[src/rtl/uart_transmitter.sv]
// UART transmitter: sends start bit, LSB-first data, optional parity and stop bits,
// with each bit paced by OVERSAMPLE pulses of the shared oversampling tick.
module uart_transmitter #(
  parameter int unsigned DATA_WIDTH = 8,
  parameter int unsigned OVERSAMPLE = 16,
  parameter int unsigned STOP_BITS  = 1,
  parameter int unsigned PARITY_EN  = 0,
  parameter int unsigned PARITY_ODD = 0
) (
  input  logic                  clk,
  input  logic                  rst,
  input  logic                  tick,
  input  logic                  tx_start,
  input  logic [DATA_WIDTH-1:0] data_in,
  output logic                  tx,
  output logic                  tx_ready,
  output logic                  tx_done
);

  localparam int unsigned S_W = (OVERSAMPLE > 1) ? $clog2(OVERSAMPLE) : 1;
  localparam int unsigned B_W = (DATA_WIDTH > 1) ? $clog2(DATA_WIDTH) : 1;

  localparam logic [2:0] S_IDLE   = 3'd0;
  localparam logic [2:0] S_START  = 3'd1;
  localparam logic [2:0] S_DATA   = 3'd2;
  localparam logic [2:0] S_PARITY = 3'd3;
  localparam logic [2:0] S_STOP   = 3'd4;

  logic [2:0]            state, state_d;
  logic [S_W-1:0]        s_cnt, s_cnt_d;
  logic [B_W-1:0]        b_cnt, b_cnt_d;
  logic                  stop_cnt, stop_cnt_d;
  logic [DATA_WIDTH-1:0] shreg, shreg_d;
  logic                  parity_bit, parity_bit_d;
  logic                  tx_d, tx_ready_d, tx_done_d;
  logic                  bit_end;

  assign bit_end = (state != S_IDLE) && tick && (s_cnt == S_W'(OVERSAMPLE - 1));

  // Next-state and registered-output logic; tx follows the current state one clk later.
  always_comb begin
    state_d      = state;
    s_cnt_d      = s_cnt;
    b_cnt_d      = b_cnt;
    stop_cnt_d   = stop_cnt;
    shreg_d      = shreg;
    parity_bit_d = parity_bit;
    tx_d         = 1'b1;
    tx_done_d    = 1'b0;

    if ((state != S_IDLE) && tick) begin
      s_cnt_d = bit_end ? '0 : s_cnt + S_W'(1);
    end

    case (state)
      S_IDLE: begin
        tx_d = 1'b1;
        if (tx_start) begin
          shreg_d      = data_in;
          parity_bit_d = (^data_in) ^ 1'(PARITY_ODD);
          s_cnt_d      = '0;
          b_cnt_d      = '0;
          stop_cnt_d   = 1'b0;
          state_d      = S_START;
        end
      end
      S_START: begin
        tx_d = 1'b0;
        if (bit_end) state_d = S_DATA;
      end
      S_DATA: begin
        tx_d = shreg[0];
        if (bit_end) begin
          shreg_d = shreg >> 1;
          b_cnt_d = b_cnt + B_W'(1);
          if (b_cnt == B_W'(DATA_WIDTH - 1)) begin
            state_d = (PARITY_EN != 0) ? S_PARITY : S_STOP;
          end
        end
      end
      S_PARITY: begin
        tx_d = parity_bit;
        if (bit_end) state_d = S_STOP;
      end
      S_STOP: begin
        tx_d = 1'b1;
        if (bit_end) begin
          if (stop_cnt == 1'(STOP_BITS - 1)) begin
            state_d   = S_IDLE;
            tx_done_d = 1'b1;
          end else begin
            stop_cnt_d = 1'b1;
          end
        end
      end
      default: state_d = S_IDLE;
    endcase

    // Ready stays up through the first START cycle and rises with the done pulse.
    tx_ready_d = (state == S_IDLE) || (state_d == S_IDLE);
  end

  always_ff @(posedge clk) begin
    if (rst) begin
      state      <= S_IDLE;
      s_cnt      <= '0;
      b_cnt      <= '0;
      stop_cnt   <= 1'b0;
      shreg      <= '0;
      parity_bit <= 1'b0;
      tx         <= 1'b1;
      tx_ready   <= 1'b1;
      tx_done    <= 1'b0;
    end else begin
      state      <= state_d;
      s_cnt      <= s_cnt_d;
      b_cnt      <= b_cnt_d;
      stop_cnt   <= stop_cnt_d;
      shreg      <= shreg_d;
      parity_bit <= parity_bit_d;
      tx         <= tx_d;
      tx_ready   <= tx_ready_d;
      tx_done    <= tx_done_d;
    end
  end

endmodule

[config.mk]
export PLATFORM = sky130hd
export DESIGN_NAME = uart_transmitter
export DESIGN_NICKNAME = d
export VERILOG_FILES = /design/src/rtl/uart_transmitter.sv
export SDC_FILE = /design/constraint.sdc
export NUM_CORES = 1
export LEC_CHECK = 0
export CORE_MARGIN = 2
export CORE_UTILIZATION = 46
export DETAILED_ROUTE_END_ITERATION = 10
export GPL_TIMING_DRIVEN = 0
export PLACE_DENSITY = 0.68
export SYNTH_ARGS = -nofsm -noshare
export SYNTH_HDL_FRONTEND = slang
export SYNTH_SLANG_ARGS = --single-unit
[constraint.sdc]
create_clock -name clk -period 2.15 [get_ports clk]
set_clock_uncertainty 0.15 [all_clocks]
set_input_delay 0.5375 -clock clk [delete_from_list [all_inputs] [get_ports clk]]
set_output_delay 0.5375 -clock clk [all_outputs]
set_load 0.03 [all_outputs]
; Word level (Yosys, flattened, before mapping)
; Cells that the tools add are included.
[word_totals]
ff_bits = 23
input_bits = 12
output_inout_bits = 3
[op_classes]
add_sub_neg = 2
eq_ne = 9
n_mux = 24
n_bitwise = 2
n_reduce_logical = 13
[ops]
columns = operator, count
row1 = 3-bit two-way mux, 9
row2 = 4-bit two-way mux, 4
row3 = 8-bit two-way mux, 2
row4 = 8-bit case mux with 2 select lines, 1
row5 = 3-bit case mux with 5 select lines, 1
row6 = 8-bit XOR reduction, 1
row7 = 3-bit by 2-bit equality test with 1-bit output (second input constant), 2
row8 = 3-bit equality test (second input constant), 2
row9 = 3-bit logical NOT, 2
row10 = 2-bit != test (second input constant), 3
row11 = 3-bit case mux with 2 select lines, 1
row12 = 3-bit AND reduction, 2
row13 = 4-bit by 1-bit adder with 4-bit output (second input constant), 1
row14 = 4-bit equality test (second input constant), 1
row15 = 1-bit two-way mux, 4
row16 = 2-bit nonzero test, 2
row17 = 3-bit by 1-bit adder with 3-bit output (second input constant), 1
row18 = 3-bit by 1-bit equality test with 1-bit output (second input constant), 1
row19 = 1-bit case mux with 3 select lines, 1
row20 = 3-bit nonzero test, 1
row21 = 3-bit OR reduction, 1
row22 = 1-bit logical AND, 2
row23 = 1-bit NOT, 2
row24 = 1-bit case mux with 2 select lines, 1
row25 = 2 further kinds, 2

; Depth between registers and ports, before layout
; Gate-level depths: netlist of run 1.
[depth]
depth_word = 7
depth_mapped = 7
mapped_depth_nobuf = 5

; Worst setup path after synthesis of run 1
; OpenSTA, ideal clock, no wires.
[synth_timing]
path_type = reg-to-reg
from = register s_cnt[0]
to = register shreg[0]
arrival_ns = 1.470
required_ns = 1.920
setup_slack_ns = 0.450
stages_incl_launch_ff = 8
period_less_slack_ns = 1.700
cell_sequence = dfxtp_1 > ha_1 > and4_1 > clkbuf_1 > a21o_4 > buf_12 > nor2_2 > a211oi_2
[synth_via]
elab_chain_len = 4
[synth_rtl]
columns = item, line
row1 = "start, declared", 30  ; logic [S_W-1:0] s_cnt, s_cnt_d;
row2 = "start signal, assigned", 116  ; s_cnt <= s_cnt_d;
row3 = 4-bit equality test, 38  ; assign bit_end = (state != S_IDLE) && tick && (s_cnt == S_W'(OVERSAMPLE - 1));
row4 = 1-bit logical AND, 38
row5 = 2-bit != test (no line), --
row6 = 3-bit AND reduction (no line), --
row7 = "end signal, assigned", 119  ; shreg <= shreg_d;
row8 = "end, declared", 33  ; logic [DATA_WIDTH-1:0] shreg, shreg_d;
; No other way between the ends.
; A chain may end at the register's enable or synchronous reset.

; Worst setup path after layout of run 1
[layout_timing]
from = register tx_ready
to = output tx_ready
[layout_rtl]
columns = item, line
row1 = "start, declared", 16  ; output logic tx_ready,
row2 = "start signal, assigned", 122  ; tx_ready <= tx_ready_d;
; No word-level cell between the ends.

==> results.tsv, run 1 <==
stage	metric	value	unit
cts	clock buffer depth	2	
critical_path	type of destination of the critical path	primary output	
run	maximum capacitance violations	0	
cts	# clock sinks	22	
critical_path	critical path buffer and inverter count	1	
power_and_ir_drop	reported leakage power	0.458	nW
global_routing	antenna violations before repair	0	
die	chip height	53.8	um
finish	fraction of layout instances using a drive strength above 1	0.152	
timing	hold violation count in the final report	0	
route	ratio of routed vias to standard cells	5.49	
global_routing	vias in the first global route	802	
yosys	number of distinct library cell variants in the gate-level netlist after synthesis	34	
cts	insertion delay to the later sink of the worst-skew pair	0.30	ns
timing	Setup WS post-layout	0.180	ns
die	die extent in x	53.8	um
die	initial core utilization	0.474	
placed_design	setup slack after placement	-0.260	ns
global_routing	total global routing overflow	0	
critical_path	CP max stage cell	sky130_fd_sc_hd__clkdlybuf4s50_1	
cts	TritonCTS clock tree	yes	
route	detailed-route wire length	2.07	mm
yosys	portion of the post-synthesis area used by sequential elements	0.386	
critical_path	CP top delay family	buffers and inverters	
cts	clock transition time at the flip-flop clock pins of the worst setup and hold paths	0.12	ns
global_routing	wire length of the first global-routing pass	3.55	mm
placed_design	Inst Count DP	160	
finish	area added between synthesis and finish	17.2	%
critical_path	critical path data required time	1.46	ns
critical_path	crit path launch type	flip-flop	
timing	Setup-failing EPs final	0	
cts	Inserted Clock Buffers	3	
finish	antenna fix cells	0	
route	ANT nets after route	0	
yosys	Post-Synthesis Cells	116	
yosys	share of the synthesized area in the top cell type	0.386	
power_and_ir_drop	total power after layout	0.000766	W
power_and_ir_drop	PD cells	572	nW/um2
yosys	cell area after technology mapping	1140	um2
timing	count of final max-slew check failures	0	
timing	worst hold-check slack	0.357	ns
power_and_ir_drop	Max VDD drop	0.296	mV
die	Ports	15	
timing	RSZ-0062 raised after global routing	false	
yosys	mean instance size in the synthesized netlist	9.85	um2
die	Die Outline Area	2900	um2
cts	number of hold buffers added after CTS	0	
finish	number of nets at the end of the flow	149	
timing	Worst slew margin	0.612	
yosys	largest cells by area after synthesis	sky130_fd_sc_hd__dfxtp_1 (39%), sky130_fd_sc_hd__mux2i_1 (7.0%), sky130_fd_sc_hd__xnor2_1 (5.4%)	
cts	CTS H-Tree Depth	1	
critical_path	delay of the slowest cell on the worst path	0.65	ns
finish	final cell count without fillers	162	
critical_path	WP data arrival	1.28	ns
timing	highest achievable clock rate	0.508	GHz
die	number of cell rows	18	
outcome	status	finished, final reports clean	
timing	transition time of the tightest slew-check pin	0.582	ns
cts	number of setup buffers added after CTS	0	
yosys	Net Count, Synth	131	
route	number of design rule violations left after detail routing	0	
yosys	Seq cells post-synth	22	
die	area of the core	2410	um2
critical_path	worst setup path category	flip-flop to primary output	
cts	master cell of the clock root buffer	sky130_fd_sc_hd__clkbuf_4	
placed_design	final weighted congestion in routability-driven placement	0.721	
cts	CTS-repair resized insts	0	
placed_design	placed cell area	1320	um2
yosys	Synthesis Warnings	0	
critical_path	cell-by-cell listing of the critical path	clkdlybuf4s50_1	
timing	Tmin final	1.97	ns
global_routing	GR Util All Layers	0.168	
timing	post-route clock period utilization	0.916	
global_routing	maximum number of pins on one net before global-route repair	12	
critical_path	top fanout value on the critical path	1	
yosys	largest area contributor in the netlist	sky130_fd_sc_hd__dfxtp_1	
placed_design	count of port buffers added during placement	14	
route	count of TritonRoute iterations in the first routing pass	4	
route	drt wl/cell	12.8	um
placed_design	placed wire-length estimate	1.57	mm
route	starting DRC count in detailed routing	19	
min_path	path type of the worst min-delay path	flip-flop to flip-flop	
finish	Non-Filler Cell Area, Final	1340	um2
route	via count	889	
-- power by group --
| group | switching [W] | internal (W) |
|---|---|---|
| Sequential | 0.0000122 | 0.000427 |
| Combinational | 0.0000665 | 0.0000759 |
| Clock | 0.000119 | 0.0000653 |
-- cells by family after synthesis --
family | Yosys count | synth area share
DFF | 22 | 0.386
adders and majority gates | 3 | 0.0329
and+or+nand+nor | 37 | 0.183
AOI/OAI and AO/OA | 30 | 0.208
xor gates and xnor gates | 7 | 0.0537
muxes | 8 | 0.0701
buffers and inverters | 9 | 0.0668
-- Yosys cell counts --
cell                         n
sky130_fd_sc_hd__dfxtp_1    22
sky130_fd_sc_hd__nor2_1     16
sky130_fd_sc_hd__mux2i_1     8
sky130_fd_sc_hd__xnor2_1     7
sky130_fd_sc_hd__a21oi_1     6
sky130_fd_sc_hd__a22oi_1     6
sky130_fd_sc_hd__a211oi_1    5
sky130_fd_sc_hd__a211oi_2    4
sky130_fd_sc_hd__o21ai_0     4
sky130_fd_sc_hd__buf_6       3
sky130_fd_sc_hd__clkbuf_1    3
sky130_fd_sc_hd__ha_1        3
sky130_fd_sc_hd__nand2_1     3
sky130_fd_sc_hd__nor2_2      3
sky130_fd_sc_hd__nand3_1     2
sky130_fd_sc_hd__nor3_1      2
sky130_fd_sc_hd__or3_1       2
sky130_fd_sc_hd__a21o_4      1
sky130_fd_sc_hd__a31oi_1     1
sky130_fd_sc_hd__and2_2      1
sky130_fd_sc_hd__and4_1      1
sky130_fd_sc_hd__buf_12      1
sky130_fd_sc_hd__buf_4       1
sky130_fd_sc_hd__inv_1       1
sky130_fd_sc_hd__nand2b_1    1
sky130_fd_sc_hd__nand3b_1    1
sky130_fd_sc_hd__nand4_1     1
sky130_fd_sc_hd__nor3b_1     1
sky130_fd_sc_hd__nor3b_2     1
sky130_fd_sc_hd__nor4_1      1
sky130_fd_sc_hd__nor4b_4     1
sky130_fd_sc_hd__o2111ai_1   1
sky130_fd_sc_hd__o21bai_1    1
sky130_fd_sc_hd__o31a_4      1
-- cells in the final DEF, fill, tap and decap left out, types with 2 or more instances in the layout --
cell type | synthesis | layout
sky130_fd_sc_hd__nand2_1 | 3 | 3
sky130_fd_sc_hd__clkbuf_4 | 0 | 3
sky130_fd_sc_hd__clkdlybuf4s50_1 | 0 | 14
sky130_fd_sc_hd__nor3_1 | 2 | 2
sky130_fd_sc_hd__dfxtp_1 | 22 | 22
sky130_fd_sc_hd__nor2_2 | 3 | 3
sky130_fd_sc_hd__clkbuf_1 | 3 | 2
sky130_fd_sc_hd__nor2_1 | 16 | 16
sky130_fd_sc_hd__o21ai_0 | 4 | 4
sky130_fd_sc_hd__a22oi_1 | 6 | 6
sky130_fd_sc_hd__mux2i_1 | 8 | 8
sky130_fd_sc_hd__nand3_1 | 2 | 2
sky130_fd_sc_hd__ha_1 | 3 | 3
sky130_fd_sc_hd__a211oi_1 | 5 | 5
sky130_fd_sc_hd__a21oi_1 | 6 | 6
sky130_fd_sc_hd__buf_6 | 3 | 3
sky130_fd_sc_hd__a211oi_2 | 4 | 4
sky130_fd_sc_hd__or3_1 | 2 | 2
sky130_fd_sc_hd__xnor2_1 | 7 | 7
-- stage by stage --
stage	TNS (ns)	util
after global placement	-1.82	0.548
after CTS	0	0.557
final	0	0.556
after floorplan	0	-
after detailed placement	-2.27	0.548
after global routing	0	0.556
-- per-layer routing --
layer,track usage,vias up,wire [um]
met5,0,-,0
met4,0.0513,0,10
met3,0.0278,2,75
met2,0.270,12,1010
met1,0.229,424,975
li1,-,451,-
-- flip-flops by register name (all words and copies together) (netlist names) --
| register | count |
|---|---|
| b_cnt | 3 |
| parity_bit | 1 |
| s_cnt | 4 |
| shreg | 8 |
| state | 3 |
| tx | 1 |
| tx_done | 1 |
| tx_ready | 1 |
-- layout make-up --
cell class / instances / area [um2]
flip-flops and latches: 22 / 440
clock buffers: 3 / 22.5
repair buffers: 14 / 140
well taps: 30 / 37.5
inverters: 1 / 3.75
plain buffers: 7 / 68.8
fillers: 224 / 1070
multi-input cells: 85 / 626
-- worst paths after layout --
| check | from | to | slack, ns | cells past startpoint |
|---|---|---|---|---|
| worst max-delay path | tx_ready | tx_ready | 0.18 | 1 |
| worst min-delay path | shreg[4] | shreg[4] | 0.36 | 2 |
| worst max register to register | s_cnt[0] | shreg[1] | 0.32 | 6 |
| worst min register to register | shreg[4] | shreg[4] | 0.36 | 2 |
(Power assumes the default switching activity.)
==> run 2: changes to the inputs <==
- CAP_MARGIN: not set -> 25
==> results of run 2 <==
No change in the layout: final DEF, timing and power equal those of run 1.
==> patch 1 (config.mk and constraints of run 2) <==
Change the parameter `DATA_WIDTH` from 8 to 16.
--- a/src/rtl/uart_transmitter.sv
+++ b/src/rtl/uart_transmitter.sv
@@ -1,7 +1,7 @@
 // UART transmitter: sends start bit, LSB-first data, optional parity and stop bits,
 // with each bit paced by OVERSAMPLE pulses of the shared oversampling tick.
 module uart_transmitter #(
-  parameter int unsigned DATA_WIDTH = 8,
+  parameter int unsigned DATA_WIDTH = 16,
   parameter int unsigned OVERSAMPLE = 16,
   parameter int unsigned STOP_BITS  = 1,
   parameter int unsigned PARITY_EN  = 0,
Ports: changed (resized data_in); port bits go from 15 to 23. The function was not compared with the original's and may differ.
==> patch 1 against run 2 <==
- sequential cell count up 9
- register-to-register slack worse by 0.18 ns
- worst setup slack worse by 0.037 ns
- synthesized area rose by 46%
- utilization increased by 3.1 points
- design area is 50% higher
- power is 61% higher
- die area increased by 42%
- wire length rose by 51%
- first-iteration DRC count increased by 150%
- count of clock-buffer cells in the layout rose by 3
==> patch 1: results (changes against run 2) <==
| Metric | Value |
|---|---|
| Crit path max fanout | `10 (was 1)` |
| Num CTS Buffers | `5 (was 3)` |
| DRT iter0 DRCs | `47 (was 19)` |
| Final worst path period share | `93.4% (was 91.6%)` |
| H-tree lvl count | `2 (was 1)` |
| Mean Syn Cell Area | `10.2 um2 (was 9.85 um2)` |
| Synth cell types | `33 (was 34)` |
| XOR/XNOR Fraction of Synth Area | `9.44% (was 5.37%)` |
| Number of global-route vias before repair | `1226 (was 802)` |
| WS Path Type | `reg -> reg (was reg -> out)` |
| Most instantiated cells after synthesis | `31 x dfxtp_1, 16 x mux2i_1, 16 x nor2_2 (was 22 x dfxtp_1, 16 x nor2_1, 8 x mux2i_1)` |
| Synth Area in Compound Gates | `17.2% (was 20.8%)` |
| Top Registers | `shreg x16, b_cnt x4, s_cnt x4 (was shreg x8, s_cnt x4)` |
| Hold wc startpoint | `shreg[15] (was shreg[4])` |
| Inst Count DP | `231 (was 160)` |
| Skew-Pair Late Insertion Delay | `0.32 ns (was 0.30 ns)` |
| Share of layout cells above drive strength 1 | `26.9% (was 15.2%)` |
| Drt wl/cell | `13.1 um (was 12.8 um)` |
| Top Family by Delay on Critical Path | `simple AND/OR/NAND/NOR gates (was buffers and inverters)` |
| Outcome | `completed (unchanged)` |
| GPL Wtd Cong | `0.707 (was 0.721)` |
| Synthesized Nets | `186 (was 131)` |
| Fin cells | `239 (was 162)` |
| VDD IR-drop max | `472 uV (was 296 uV)` |
| CP max stage delay | `0.41 ns (was 0.65 ns)` |
| Slew @ Worst Pin | `0.708 ns (was 0.582 ns)` |
| Number of setup buffers added after CTS | `1 (was 0)` |
| Post-Synth Adder-Cell Area | `1.50% (was 3.29%)` |
| Tot GR Track Use | `17.3% (was 16.8%)` |
| Worst EP arrival | `2.10 ns (was 1.28 ns)` |
| Detail Placement HPWL | `2330 um (was 1570 um)` |
| Number of port buffers | `21 (was 14)` |
| Crit path to | `shreg[14] (was tx_ready)` |
| Crit-path slowest cell | `dfxtp_1 (was clkdlybuf4s50_1)` |
| Nets | `215 (was 149)` |
patch 1: cell count changes after synthesis, sizes merged, moves of 2 or more:
cell    change
xor2        +5
a22oi       -3
dfxtp       +9
nand3       +3
buf         +3
nand2       +3
or2         +2
a211oi      +8
xnor2       +6
nor2        +9
mux2i       +8
patch 1: layer usage:
layer,GRT usage [%],vias to the layer above,routed length [um],share of wire [%]
met5,0,-,0,0
met4,6.91,0,64,2.0
met3,5.99,7,113,3.6
met2,27.6,23,1440,46
met1,21.2,586,1510,48
li1,-,633,-,-
patch 1: area by class of cell:
| cell class | count | area (um2) |
|---|---|---|
| fill | 309 | 1410 |
| tap | 46 | 57.6 |
| clock inverter | 1 | 5.00 |
| clock buffer | 6 | 51.3 |
| buffer | 12 | 98.8 |
| multi-input combinational | 120 | 947 |
| sequential | 31 | 621 |
| timing repair buffer | 22 | 220 |
| inverter | 1 | 3.75 |
patch 1: power breakdown:
part           internal (mW)  switching [mW]
Combinational          0.139           0.129
Sequential             0.607          0.0197
Clock                  0.151           0.190
==> patch 2 (config.mk and constraints of run 2) <==
Without the edit above. `shreg` no longer has a reset.
--- a/src/rtl/uart_transmitter.sv
+++ b/src/rtl/uart_transmitter.sv
@@ -106,7 +106,6 @@
       s_cnt      <= '0;
       b_cnt      <= '0;
       stop_cnt   <= 1'b0;
-      shreg      <= '0;
       parity_bit <= 1'b0;
       tx         <= 1'b1;
       tx_ready   <= 1'b1;
@@ -116,7 +115,6 @@
       s_cnt      <= s_cnt_d;
       b_cnt      <= b_cnt_d;
       stop_cnt   <= stop_cnt_d;
-      shreg      <= shreg_d;
       parity_bit <= parity_bit_d;
       tx         <= tx_d;
       tx_ready   <= tx_ready_d;
@@ -124,5 +122,9 @@
     end
   end
 
+  always_ff @(posedge clk) begin
+    shreg <= shreg_d;
+  end
+
 endmodule
 
Check against the original RTL: same outputs for any inputs over 10 cycles, from zero or initial values and one cycle with rst high; that may be too few to reach the edited logic, so the function may still have changed.
==> patch 2 against run 2 <==
- design area shrank 3.7%
- die area is 4.5% lower
- synthesized area decreased by 4.8%
- sequential share of layout area grew 7.5 points
- critical endpoint is now tx_done
- register-to-register slack worse by 0.11 ns
- synthesized cell count shrank 14%
- critical path depth stayed put
- worst setup slack worse by 0.025 ns
- final cell count down 9.9%
- combinational power fell by 24%
- largest cell class is now flip-flops and latches
- wire length shrank 4.4%
- power decreased by 0.41%
- sequential cell count did not move
- first-iteration DRC count is 5.3% lower
==> patch 2: results (changes against run 2) <==
| Metric | Value |
|---|---|
| Dpl cell area | `1260 um2 (was 1320 um2)` |
| Outcome | `completed (unchanged)` |
| Pin count of the biggest net entering global routing | `13 (was 12)` |
| Number of global-route vias before repair | `774 (was 802)` |
| Most instantiated cells after synthesis | `14 x dfxtp_1, 10 x nor2_1, 8 x edfxtp_1 (was 22 x dfxtp_1, 16 x nor2_1, 8 x mux2i_1)` |
| Cells after Synth | `100 (was 116)` |
| XOR/XNOR Fraction of Synth Area | `6.44% (was 5.37%)` |
| Tot GR Track Use | `17.7% (was 16.8%)` |
| Drt wl/cell | `13.6 um (was 12.8 um)` |
| Min-delay worst type | `reg -> reg (unchanged)` |
| Detail Placement HPWL | `1430 um (was 1570 um)` |
| Worst EP arrival | `1.31 ns (was 1.28 ns)` |
| CP max stage delay | `0.66 ns` |
| Ys async rst share | `0% (unchanged)` |
| # resized after CTS | `0 (unchanged)` |
| Detailed Routing Iterations Pass 1 | `5 (was 4)` |
| Num CTS Buffers | `3 (unchanged)` |
| R2R Setup Slk | `0.21 ns (was 0.32 ns)` |
| Setup slack at placement | `-0.183 ns (was -0.260 ns)` |
| Inst Count DP | `142 (was 160)` |
| Post-Synth Adder-Cell Area | `3.45% (was 3.29%)` |
| Vias per cell | `5.35 (was 5.49)` |
| Synth cell types | `36 (was 34)` |
| GPL Wtd Cong | `0.649 (was 0.721)` |
| Mux contribution to synthesized area | `9.09% (was 7.01%)` |
| First-pass GRT wire length | `3460 um (was 3550 um)` |
| Number of synthesized flops with an enable pin | `8 (was 0)` |
| Worst hold slack | `0.359 ns (was 0.357 ns)` |
| Slew Limit Headroom | `70.3% (was 61.2%)` |
| Maximum clock path buffer count | `2 (unchanged)` |
| Synth Area in Compound Gates | `8.17% (was 20.8%)` |
| Top cells by area, synth | `dfxtp_1 26%, edfxtp_1 22%, mux2_2 7.2% (was dfxtp_1 39%, mux2i_1 7.0%, xnor2_1 5.4%)` |
| Synthesized Nets | `115 (was 131)` |
| Via count | `781 (was 889)` |
| Share of layout cells above drive strength 1 | `16.9% (was 15.2%)` |
| Nets | `134 (was 149)` |
| Post-synthesis sequential area ratio | `47.9% (was 38.6%)` |
| VDD IR-drop max | `344 uV (was 296 uV)` |
| DRT iter0 DRCs | `18 (was 19)` |
| Leak | `0.456 nW (was 0.458 nW)` |
| Yosys warnings | `0 (unchanged)` |
==> patch 2: per-layer routing <==
metal  GRT usage [%]  vias up  routed length [um]
li1                -      394                   -
met1            21.1      371                 905
met2            29.8       12                 975
met3            3.43        4                  62
met4            8.97        0                  36
met5               0        -                   0
==> patch 2: area by class of cell <==
class	instances	area (um2)
fill	207	945
sequential	22	520
multi-input combinational	70	509
timing repair buffer	14	140
buffer	6	50.0
tap	28	35.0
clock buffer	4	26.3
inverter	2	7.51
==> patch 2: path summary, 6_finish.rpt <==
| path | startpoint | to | depth (start not counted) |
|---|---|---|---|
| worst min-delay path | s_cnt[3] | s_cnt[3] | 2 |
| worst min register to register | s_cnt[3] | s_cnt[3] | 2 |
| worst max-delay path | tx_done | tx_done | 1 |
| worst max register to register | s_cnt[0] | shreg[5] | 4 |
==> patch 2: where the power goes <==
part | leakage (nW) | switching (mW) | internal [mW]
sequential | 0.190 | 0.00598 | 0.449
clock | 0.0150 | 0.127 | 0.0725
combinational | 0.251 | 0.0489 | 0.0596
